===== config.mk =====
export PLATFORM = sky130hd
export DESIGN_NAME = shift_reg_n
export DESIGN_NICKNAME = d
export VERILOG_FILES = /design/src/rtl/shift_pkg.sv /design/src/rtl/shift_reg_n_shift_step.sv /design/src/rtl/shift_reg_n.sv
export SDC_FILE = /design/constraint.sdc
export NUM_CORES = 1
export LEC_CHECK = 0
export ABC_AREA = 1
export BUFFER_PORTS_ARGS = -buffer_cell sky130_fd_sc_hd__buf_2
export CORE_MARGIN = 4
export CORE_UTILIZATION = 49
export DETAILED_ROUTE_END_ITERATION = 7
export PLACE_DENSITY = 0.77
export SYNTH_ARGS = -nofsm -noshare
export SYNTH_HDL_FRONTEND = slang
export SYNTH_SLANG_ARGS = --single-unit

===== constraint.sdc =====
create_clock -name clk -period 1.35 [get_ports clk]
set_clock_uncertainty 0.2 [all_clocks]
set_input_delay 0.0675 -clock clk [delete_from_list [all_inputs] [get_ports clk]]
set_output_delay 0.0675 -clock clk [all_outputs]
set_load 0.005 [all_outputs]

===== src/rtl/shift_pkg.sv =====
// Shared constants for the shift_reg_n datapath register.
// Mode encodings and direction values used by the top level and shift_step.
package shift_pkg;

  localparam logic [1:0] MODE_LOGIC = 2'b00;
  localparam logic [1:0] MODE_ARITH = 2'b01;
  localparam logic [1:0] MODE_ROT   = 2'b10;
  localparam logic [1:0] MODE_RSVD  = 2'b11;

  localparam logic DIR_RIGHT = 1'b0;
  localparam logic DIR_LEFT  = 1'b1;

endpackage : shift_pkg


===== src/rtl/shift_reg_n_shift_step.sv =====
// shift_step: combinational one-bit shifter shared by the single-shift (ena)
// path and the counted-sequence path of shift_reg_n.
// Optional feature macro: SHIFT_ROTATE_EN (when undefined, mode 10 fills
// from sin exactly like logical mode and no rotate logic is built).
module shift_step
  import shift_pkg::*;
#(
  parameter int WIDTH = 4
) (
  input  logic [WIDTH-1:0] i_q,
  input  logic             i_dir,
  input  logic [1:0]       i_mode,
  input  logic             i_sin,
  output logic [WIDTH-1:0] o_q,
  output logic             o_bit
);

  logic w_out;
  logic w_fill;

  // Select the departing bit, the fill bit for the mode, and form the next value.
  always_comb begin
    w_out  = 1'b0;
    w_fill = 1'b0;
    o_q    = i_q;

    if (i_dir == DIR_LEFT) begin
      w_out = i_q[WIDTH-1];
    end else begin
      w_out = i_q[0];
    end

    case (i_mode)
      MODE_ARITH: begin
        // Arithmetic right keeps the sign; arithmetic left shifts in zero.
        if (i_dir == DIR_LEFT) begin
          w_fill = 1'b0;
        end else begin
          w_fill = i_q[WIDTH-1];
        end
      end
`ifdef SHIFT_ROTATE_EN
      MODE_ROT: begin
        w_fill = w_out;
      end
`endif
      default: begin
        // Logical, reserved, and (without rotate support) mode 10.
        w_fill = i_sin;
      end
    endcase

    if (i_dir == DIR_LEFT) begin
      o_q = {i_q[WIDTH-2:0], w_fill};
    end else begin
      o_q = {w_fill, i_q[WIDTH-1:1]};
    end

    o_bit = w_out;
  end

endmodule : shift_step


===== src/rtl/shift_reg_n.sv =====
// shift_reg_n: parametrised shift register with single-step shifts, a
// counted multi-step shift command (busy/done handshake) and a registered
// serial output. Load has highest priority and aborts a running sequence.
// Optional feature macro: SHIFT_ROTATE_EN (enables rotate for mode 10).
module shift_reg_n
  import shift_pkg::*;
#(
  parameter int WIDTH = 4,
  parameter int AW    = $clog2(WIDTH + 1)
) (
  input  logic             clk,
  input  logic             areset_n,
  input  logic             load,
  input  logic [WIDTH-1:0] data,
  input  logic             ena,
  input  logic             start,
  input  logic [AW-1:0]    amount,
  input  logic             dir,
  input  logic [1:0]       mode,
  input  logic             sin,
  output logic [WIDTH-1:0] q,
  output logic             sout,
  output logic             busy,
  output logic             done
);

  localparam logic [AW-1:0] CNT_MAX = AW'(WIDTH);
  localparam logic [AW-1:0] CNT_ONE = AW'(1);

  logic [WIDTH-1:0] r_q;
  logic             r_sout;
  logic             r_busy;
  logic             r_done;
  logic [AW-1:0]    r_cnt;
  logic             r_dir;
  logic [1:0]       r_mode;

  logic [AW-1:0]    w_amt_sat;
  logic             w_step_dir;
  logic [1:0]       w_step_mode;
  logic [WIDTH-1:0] w_next_q;
  logic             w_out_bit;

  // Saturate the requested step count and pick live or latched shift controls.
  always_comb begin
    w_amt_sat   = amount;
    w_step_dir  = dir;
    w_step_mode = mode;

    if (amount > CNT_MAX) begin
      w_amt_sat = CNT_MAX;
    end else begin
      w_amt_sat = amount;
    end

    // A running sequence uses the controls captured at start.
    if (r_busy) begin
      w_step_dir  = r_dir;
      w_step_mode = r_mode;
    end else begin
      w_step_dir  = dir;
      w_step_mode = mode;
    end
  end

  shift_step #(
    .WIDTH (WIDTH)
  ) u_step (
    .i_q    (r_q),
    .i_dir  (w_step_dir),
    .i_mode (w_step_mode),
    .i_sin  (sin),
    .o_q    (w_next_q),
    .o_bit  (w_out_bit)
  );

  // Register update: load > sequence step > start > ena > hold.
  always_ff @(posedge clk or negedge areset_n) begin
    if (!areset_n) begin
      r_q    <= {WIDTH{1'b0}};
      r_sout <= 1'b0;
      r_busy <= 1'b0;
      r_done <= 1'b0;
      r_cnt  <= {AW{1'b0}};
      r_dir  <= DIR_RIGHT;
      r_mode <= MODE_LOGIC;
    end else begin
      r_done <= 1'b0;
      if (load) begin
        // Abort any sequence silently; sout keeps its last value.
        r_q    <= data;
        r_busy <= 1'b0;
        r_cnt  <= {AW{1'b0}};
      end else if (r_busy) begin
        r_q    <= w_next_q;
        r_sout <= w_out_bit;
        r_cnt  <= r_cnt - CNT_ONE;
        if (r_cnt == CNT_ONE) begin
          r_busy <= 1'b0;
          r_done <= 1'b1;
        end
      end else if (start) begin
        // q is untouched on the start edge; a zero count completes at once.
        r_dir  <= dir;
        r_mode <= mode;
        r_cnt  <= w_amt_sat;
        r_busy <= (w_amt_sat != {AW{1'b0}});
        r_done <= (w_amt_sat == {AW{1'b0}});
      end else if (ena) begin
        r_q    <= w_next_q;
        r_sout <= w_out_bit;
      end
    end
  end

  assign q    = r_q;
  assign sout = r_sout;
  assign busy = r_busy;
  assign done = r_done;

endmodule : shift_reg_n


### After elaboration in Yosys (flattened, before gate mapping)

Cells that the tools add are included.

* register bits after elaboration: 13
* input port bits: 16
* output and inout bits: 7
* word-level logic and storage cells: 48

* add/subtract/negate cells: 1
* magnitude comparators: 1
* equality and inequality tests: 4
* muxes and demuxes: 25
* bitwise logic cells: 2
* reduce and logical (&&, ||, !) cells: 8

Operator list (number)
* two-way mux 4 bit: 5
* two-way mux 1 bit: 15
* two-way mux 3 bit: 4
* nonzero test 3 bit: 3
* AND reduction 3 bit: 2
* == test 3 x 1 -> 1 bit, second input constant: 1
* greater-than comparator 3 bit, second input constant: 1
* zero test 3 bit: 1
* != test 3 x 2 -> 1 bit, second input constant: 1
* subtractor 3 x 1 -> 3 bit, second input constant: 1
* == test 2 x 1 -> 1 bit, second input constant: 1
* two-way mux 2 bit: 1
* != test 2 x 1 -> 1 bit, second input constant: 1
* inverter 1 bit: 2
* AND reduction 2 bit: 1
* nonzero test 2 bit: 1

### Logic depth before layout (Yosys ltp)

Gate-level depths: netlist (run 1).

* word-level depth: 8
* mapped depth: 8
* mapped depth without buffers: 8

### By module

Synthesis (run 1) repeated with hierarchy kept, for this count alone.

* cell total of the unflattened synthesis: 127
* area total of the unflattened synthesis: 845.8 µm²

Modules (own cells, without submodules)
* shift_reg_n: instances 1, cells each 105, area each 755.7 µm², sequential area each 325.3 µm²
* shift_step: instances 1, cells each 22, area each 90.1 µm², sequential area each 0.0 µm²

### Worst setup path after synthesis (run 1)

Ideal clock, no wire load.

* path kind: reg-to-reg
* start: register r_busy (netlist: busy)
* end: register r_q[3] (netlist: q[3])
* library setup time: 0.116 ns
* data arrival time: 0.958 ns
* required time: 1.034 ns
* path slack: 0.075 ns
* cell stages (with the launch flop): 9
* buffers on the path: 0
* clock period less this slack: 1.275 ns
* path through: dfrtp_1 -> inv_2 -> nand2_4 -> nand2_4 -> inv_4 -> nor2_1 -> nor2_1 -> nand2_1 -> nand2_1

* cells in the longest elaborated chain, start to end: 8
* elaborated cells between the ends (all ways): 13
* classes of those cells: eq/ne (2); mux (9); reduce/logical (2)

Ends and longest elaborated chain
* start, declared: RTL line shift_reg_n.sv:32 `logic r_busy;`
* start signal, assigned: RTL line shift_reg_n.sv:107 `r_busy <= (w_amt_sat != {AW{1'b0}});`
* two-way mux 2 bit or two-way mux 1 bit (tied branches): RTL line shift_reg_n.sv:57 `if (r_busy) begin`
* == test 2 x 1 -> 1 bit or two-way mux 1 bit (tied branches): RTL line shift_reg_n_shift_step.sv:33, shift_reg_n_shift_step.sv:36
* two-way mux 1 bit: RTL line shift_reg_n_shift_step.sv:33 `case (i_mode)`
* two-way mux 4 bit: RTL line shift_reg_n_shift_step.sv:53 `if (i_dir == DIR_LEFT) begin`
* two-way mux 4 bit: RTL line shift_reg_n.sv:109 `end else if (ena) begin`
* two-way mux 4 bit: RTL line shift_reg_n.sv:102 `end else if (start) begin`
* two-way mux 4 bit: RTL line shift_reg_n.sv:94 `end else if (r_busy) begin`
* two-way mux 4 bit: RTL line shift_reg_n.sv:89 `if (load) begin`
* end signal, assigned: RTL line shift_reg_n.sv:91 `r_q <= data;`
* end signal, assigned: RTL line shift_reg_n.sv:95 `r_q <= w_next_q;`
* end signal, assigned: RTL line shift_reg_n.sv:110 `r_q <= w_next_q;`
* end, declared: RTL line shift_reg_n.sv:30 `logic [WIDTH-1:0] r_q;`

Several ways; a longest one is shown, not always the timed one. The select of a mux whose other input is x is not followed.
A chain may end at the register's enable or synchronous reset.

### Worst setup path in the final report (run 1)

* start: register r_busy (netlist: busy)
* end: register r_q[0] (netlist: q[0])

The elaborated chain is that of the path after synthesis.

==> reports/results.tsv, run 1 <==
metric	value	unit
status	complete, no violations	
total nets after synthesis	120	
worst path arrival time	1.31	ns
share of cells above drive strength 1	31.5	%
area of the multi-input gates	409	sq um
worst skew pair latency	0.27	ns
number of fill cells	88	
initial antenna violation count	0	
drt drc	0	
Final Hold Viols	0	
Final Instance Area	1150	sq um
Rel. slew slack	70.5	%
critical path depth	7	
Layout area overhead	51.9	%
largest family of logic cells by synthesized area	simple AND/OR/NAND/NOR gates	
Post-Synth Simple-Gate Area	33.7	%
CP Max Fanout	6	
crit-path max cell delay	0.46	ns
Power Density	956	nW/um^2
Setup Crit Path Kind	flop to flop	
post-synthesis cell area	757	sq um
Avg Cell Area, Syn	7.42	sq um
Buf/Inv on CP	1	
total power	1.10	mW
R2R Path End	q[0]	
area share of fa/ha/maj cells after synthesis	3.31	%
initial drt markers	20	
via-per-instance ratio	5.15	
cell count after placement	141	
# IOs	23	
First-pass DRT Iterations	4	
post-route ant nets	0	
HP Start	load	
Layout Utilization	83.2	%
number of I/O port buffers	22	
Worst Reg-to-Reg Cells	7	
register clock-pin slew on the reported worst setup and hold paths	0.08	ns
CTS buffer count	3	
FF+latch count, synth	13	
Ys Warns	0	
MaxCap Viol Count	0	
Synth Area in Compound Gates	10.2	%
final wirelength	1.95	mm
Max stage delay cell, worst path	dfrtp_2	
Achievable Freq	0.744	GHz
Std-Cell Rows	13	
Die Ht	47.3	um
final setup fails	0	
largest buffer count on any clock path	2	
GRT Util Overall	19.6	%
Setup crit end kind	flop	
Worst setup endpoint	q[0]	
Worst Setup SP	busy	
hpwl dp	1.27	mm
Peak supply drop	0.688	mV
RR Startpoint	busy	
nets@finish	168	
cell mode on critical path	nand2_1	
global placement routability congestion	0.846	
CP cell instances	nand2_1 -> nand2_4 -> buf_4 -> nand4_1 -> nand2_1 -> nand2_1 -> nand2_1	
XOR/XNOR Fraction of Synth Area	0	%
Vias	844	
commonest non-fill, non-tap cells in the layout	nand2_1 (29), buf_2 (21), dlygate4sd3_1 (16)	
static leakage	0.606	nW
Unique masters post-synth	18	
non-filler cells, final	164	
worst min-delay path class	primary input to flop	
Worst Path Required	1.32	ns
die area	2240	sq um
R2R Setup Slk	0.007	ns
H-tree levels	1	
CP Launch Type	flop	
cell family with most CP delay	flip-flops	
register area share after synthesis	43.0	%
clock period minus worst slack	1.34	ns
core area	1380	sq um
Overflow after GRT	0	
vias in the first global route	743	
first-pass GRT wire length	3.07	mm
DP Area	901	sq um
Reg area	327	sq um
clk sinks	13	
Worst-Margin Slew	0.443	ns
Gate Count Post-Synth	102	
Clock Tree Root	clkbuf_4	
TritonCTS clock tree	done	
largest net degree at the start of global routing	10	
Final period util	99.5	%
RSZ-0062 raised after global routing	true	
Slew Limit Fails	0	
WL/cell	11.9	um
antenna cells	0	
Chip Width	47.3	um
Initial Util	54.8	%
multiplexer share of the synthesized area	2.98	%
most common cell after layout, fill and taps aside	nand2_1	
repair_timing:
item,in CTS,in global routing
buffers inserted,2,1
hold buffers,17,0
gates cloned,0,0
pin swaps,0,7
endpoints found under the setup margin,1,10
gates resized for setup,0,12
endpoints found under the hold margin,25,0
stage by stage:
step / TNS [ns] / hold slack, ns / setup WS (ns)
after floorplan: 0 / -0.428 / 0.0753
after global placement: 0 / -0.233 / 0.0416
after detailed placement: 0 / -0.235 / 0.00973
after CTS: 0 / 0.0103 / 0.0124
after global routing: -0.166 / 0.0417 / -0.0373
final: 0 / 0.00797 / 0.00657
synth_stat cells (all sizes together):
cell type   n  area (sq um)
a22oi       1          7.51
dfrtp      13           325
mux2        2          22.5
nor2       14          60.1
inv        13          51.3
a211oi      1          7.51
nand3       8          40.0
nand4       1          6.26
ha          2          25.0
nand2      35           149
a21oi       7          35.0
o22ai       2          12.5
o21ai       3          15.0
registers in the layout (all words and copies together) (netlist names):
name and count:
busy 1, sout 1, done 1, r_dir 1
r_mode 2, r_cnt 3, q 4
layer usage:
metal / global-route usage [%] / part of all wire, %
met5: 0 / 0
met4: 8.29 / 0.82
met3: 3.83 / 4.0
met2: 29.9 / 48
met1: 26.9 / 47
cell type report:
type / instances / share of cell area [%]
clock buffer: 4 / 2.29
multi-input combinational: 76 / 35.6
inverter: 13 / 4.68
sequential: 13 / 28.4
tap: 15 / 1.63
timing repair buffer: 43 / 27.4
worst min path at each step:
stage,slack (ns),end,cells after the start
global route,0.04,q[1],6
detailed placement,-0.23,r_cnt[1],1
CTS,0.01,q[1],6
global placement,-0.23,r_cnt[0],1
floorplan,-0.43,busy,0
finish,0.008,r_mode[1],4
worst reg2reg max path, delay by kind of cell, from the launching register on:
kind / cells / cell delay [ns]
buffers and inverters: 1 / 0.14
flip-flops: 1 / 0.46
AND/OR/NAND/NOR: 6 / 0.43
where the power goes:
group / total [mW] / internal [mW] / switching [mW]
logic: 0.359 / 0.174 / 0.185
clock network: 0.241 / 0.114 / 0.127
registers: 0.499 / 0.450 / 0.0491
logic make-up (layout without fill, tap and decap cells):
logic type | count (synthesis) | count (layout)
fa+ha+maj | 2 | 2
buf+inv | 13 | 60
compound gates | 14 | 14
mux | 2 | 2
simple gates | 58 | 58
flops | 13 | 13
(Power assumes the default switching activity.)
==> inputs of run 2 (changes only) <==
Settings changed: CORE_UTILIZATION 49 to 52, PLACE_DENSITY 0.77 to 0.81.
Clock period 1.35 ns to 1.6 ns, I/O delays scaled along.
==> run 2 against run 1 <==
Clock-buffer cell count stayed put. Flip-flop and latch count stayed put. Fmax is 3.6% lower. First-iteration DRC count is 15% lower. Global-route usage hardly changed. Hold slack worse by 0.0037 ns. Sequential share of layout area is 2.5 points higher. Wire length is 9.1% lower. Sequential power is 16% lower. Combinational power is 27% lower. Die area is 4.8% lower.
==> reports/results.tsv, run 2 (same netlist as run 1, synthesis figures left out) <==
metric	value	unit
# resized after CTS	0	
Overflow after GRT	0	
Setup crit end kind	flop	
DP Area	886	sq um
nets@finish	161	
largest buffer count on any clock path	2	
setup TNS	0	ns
Layout area overhead	39.0	%
Chip Width	46.2	um
most common cell after layout, fill and taps aside	nand2_1	
First-pass DRT Iterations	4	
Setup Crit Path Kind	flop to flop	
R2R Path End	r_cnt[2]	
Achievable Freq	0.717	GHz
Std-Cell Rows	13	
share of cells above drive strength 1	23.9	%
clk sinks	13	
worst path arrival time	1.35	ns
Final Hold Viols	0	
number of flip-flops in the largest register	4	
Worst Path Required	1.56	ns
worst skew pair latency	0.29	ns
Power Density	847	nW/um^2
worst min-delay path class	primary input to async pin	
Worst setup endpoint	r_cnt[2]	
CP Launch Type	flop	
Initial Util	56.8	%
Final period util	87.1	%
Worst Setup SP	busy	
hold_buf cts	14	
antenna cells	0	
RSZ-0062 raised after global routing	false	
status	complete, no violations	
Die Ht	46.2	um
final setup fails	0	
die area	2130	sq um
Peak supply drop	0.704	mV
static leakage	0.560	nW
largest net degree at the start of global routing	14	
via-per-instance ratio	4.91	
TritonCTS clock tree	done	
number of I/O port buffers	22	
Worst-Margin Slew	0.296	ns
first-pass GRT wire length	2.94	mm
commonest non-fill, non-tap cells in the layout	nand2_1 (32), buf_2 (22), dlygate4sd3_1 (14)	
Final Instance Area	1050	sq um
WL/cell	11.3	um
Rel. slew slack	80.3	%
initial drt markers	17	
Clock Tree Root	clkbuf_4	
# IOs	23	
Vias	771	
core area	1330	sq um
GRT Util Overall	19.6	%
clock period minus worst slack	1.39	ns
H-tree levels	1	
register clock-pin slew on the reported worst setup and hold paths	0.08	ns
Post-CTS Setup Bufs	0	
CP Max Fanout	7	
vias in the first global route	724	
initial antenna violation count	0	
final wirelength	1.77	mm
drt drc	0	
Slew Limit Fails	0	
R2R Setup Slk	0.21	ns
post-route ant nets	0	
hpwl dp	1.22	mm
Worst Reg-to-Reg Cells	6	
RR Startpoint	busy	
MaxCap Viol Count	0	
global placement routability congestion	0.848	
CTS buffer count	3	
-- run 2: area by class of cell --
| class | instances | area [sq um] |
|---|---|---|
| clock buffers | 4 | 26.3 |
| flip-flops and latches | 13 | 325 |
| multi-input cells | 76 | 380 |
| well taps | 15 | 18.8 |
| repair buffers | 36 | 250 |
| inverters | 13 | 51.3 |
| fillers | 99 | 282 |
-- run 2: how the worst min path moves through the flow --
stage,to,slack [ns],depth (start not counted)
2_1_floorplan,busy,-0.42,0
3_3_place_gp,r_cnt[0],-0.22,1
3_5_place_dp,r_cnt[1],-0.22,1
4_1_cts,r_cnt[1],0.004,2
5_1_grt,r_cnt[1],0.02,2
6_report,r_cnt[1],0.004,2
-- run 2: through the flow --
stage          hold slack (ns)  setup WS [ns]  total power, mW  util [%]  cells
5_1_grt                 0.0239         0.0789            0.960      78.9    157
6_report               0.00425          0.206            0.891      78.9    157
4_1_cts                0.00428          0.218            0.901      78.9    157
2_1_floorplan           -0.416          0.325            0.568         -    102
3_5_place_dp            -0.218          0.234            0.659      66.4    139
3_3_place_gp            -0.219          0.256            0.653      66.4    139
-- run 2: worst max-delay path, cell delays in order (launching register included) --
cell and delay, ns:
dfrtp_1 0.46, nor2_1 0.17, nand2_1 0.12, nand2_1 0.13, nor2_1 0.06, nand2_1 0.05
o21ai_0 0.08
-- run 2: report_power, final --
| group | switching [mW] | internal [mW] |
|---|---|---|
| Sequential | 0.0409 | 0.379 |
| Clock | 0.113 | 0.0970 |
| Combinational | 0.139 | 0.123 |
| Total | 0.292 | 0.599 |
-- run 2: routing by layer --
layer | up-vias | global-route usage, % | wire length, um
li1 | 410 | - | -
met1 | 338 | 24.5 | 818
met2 | 18 | 31.9 | 831
met3 | 5 | 3.52 | 74
met4 | 0 | 10.2 | 44
met5 | - | 0 | 0
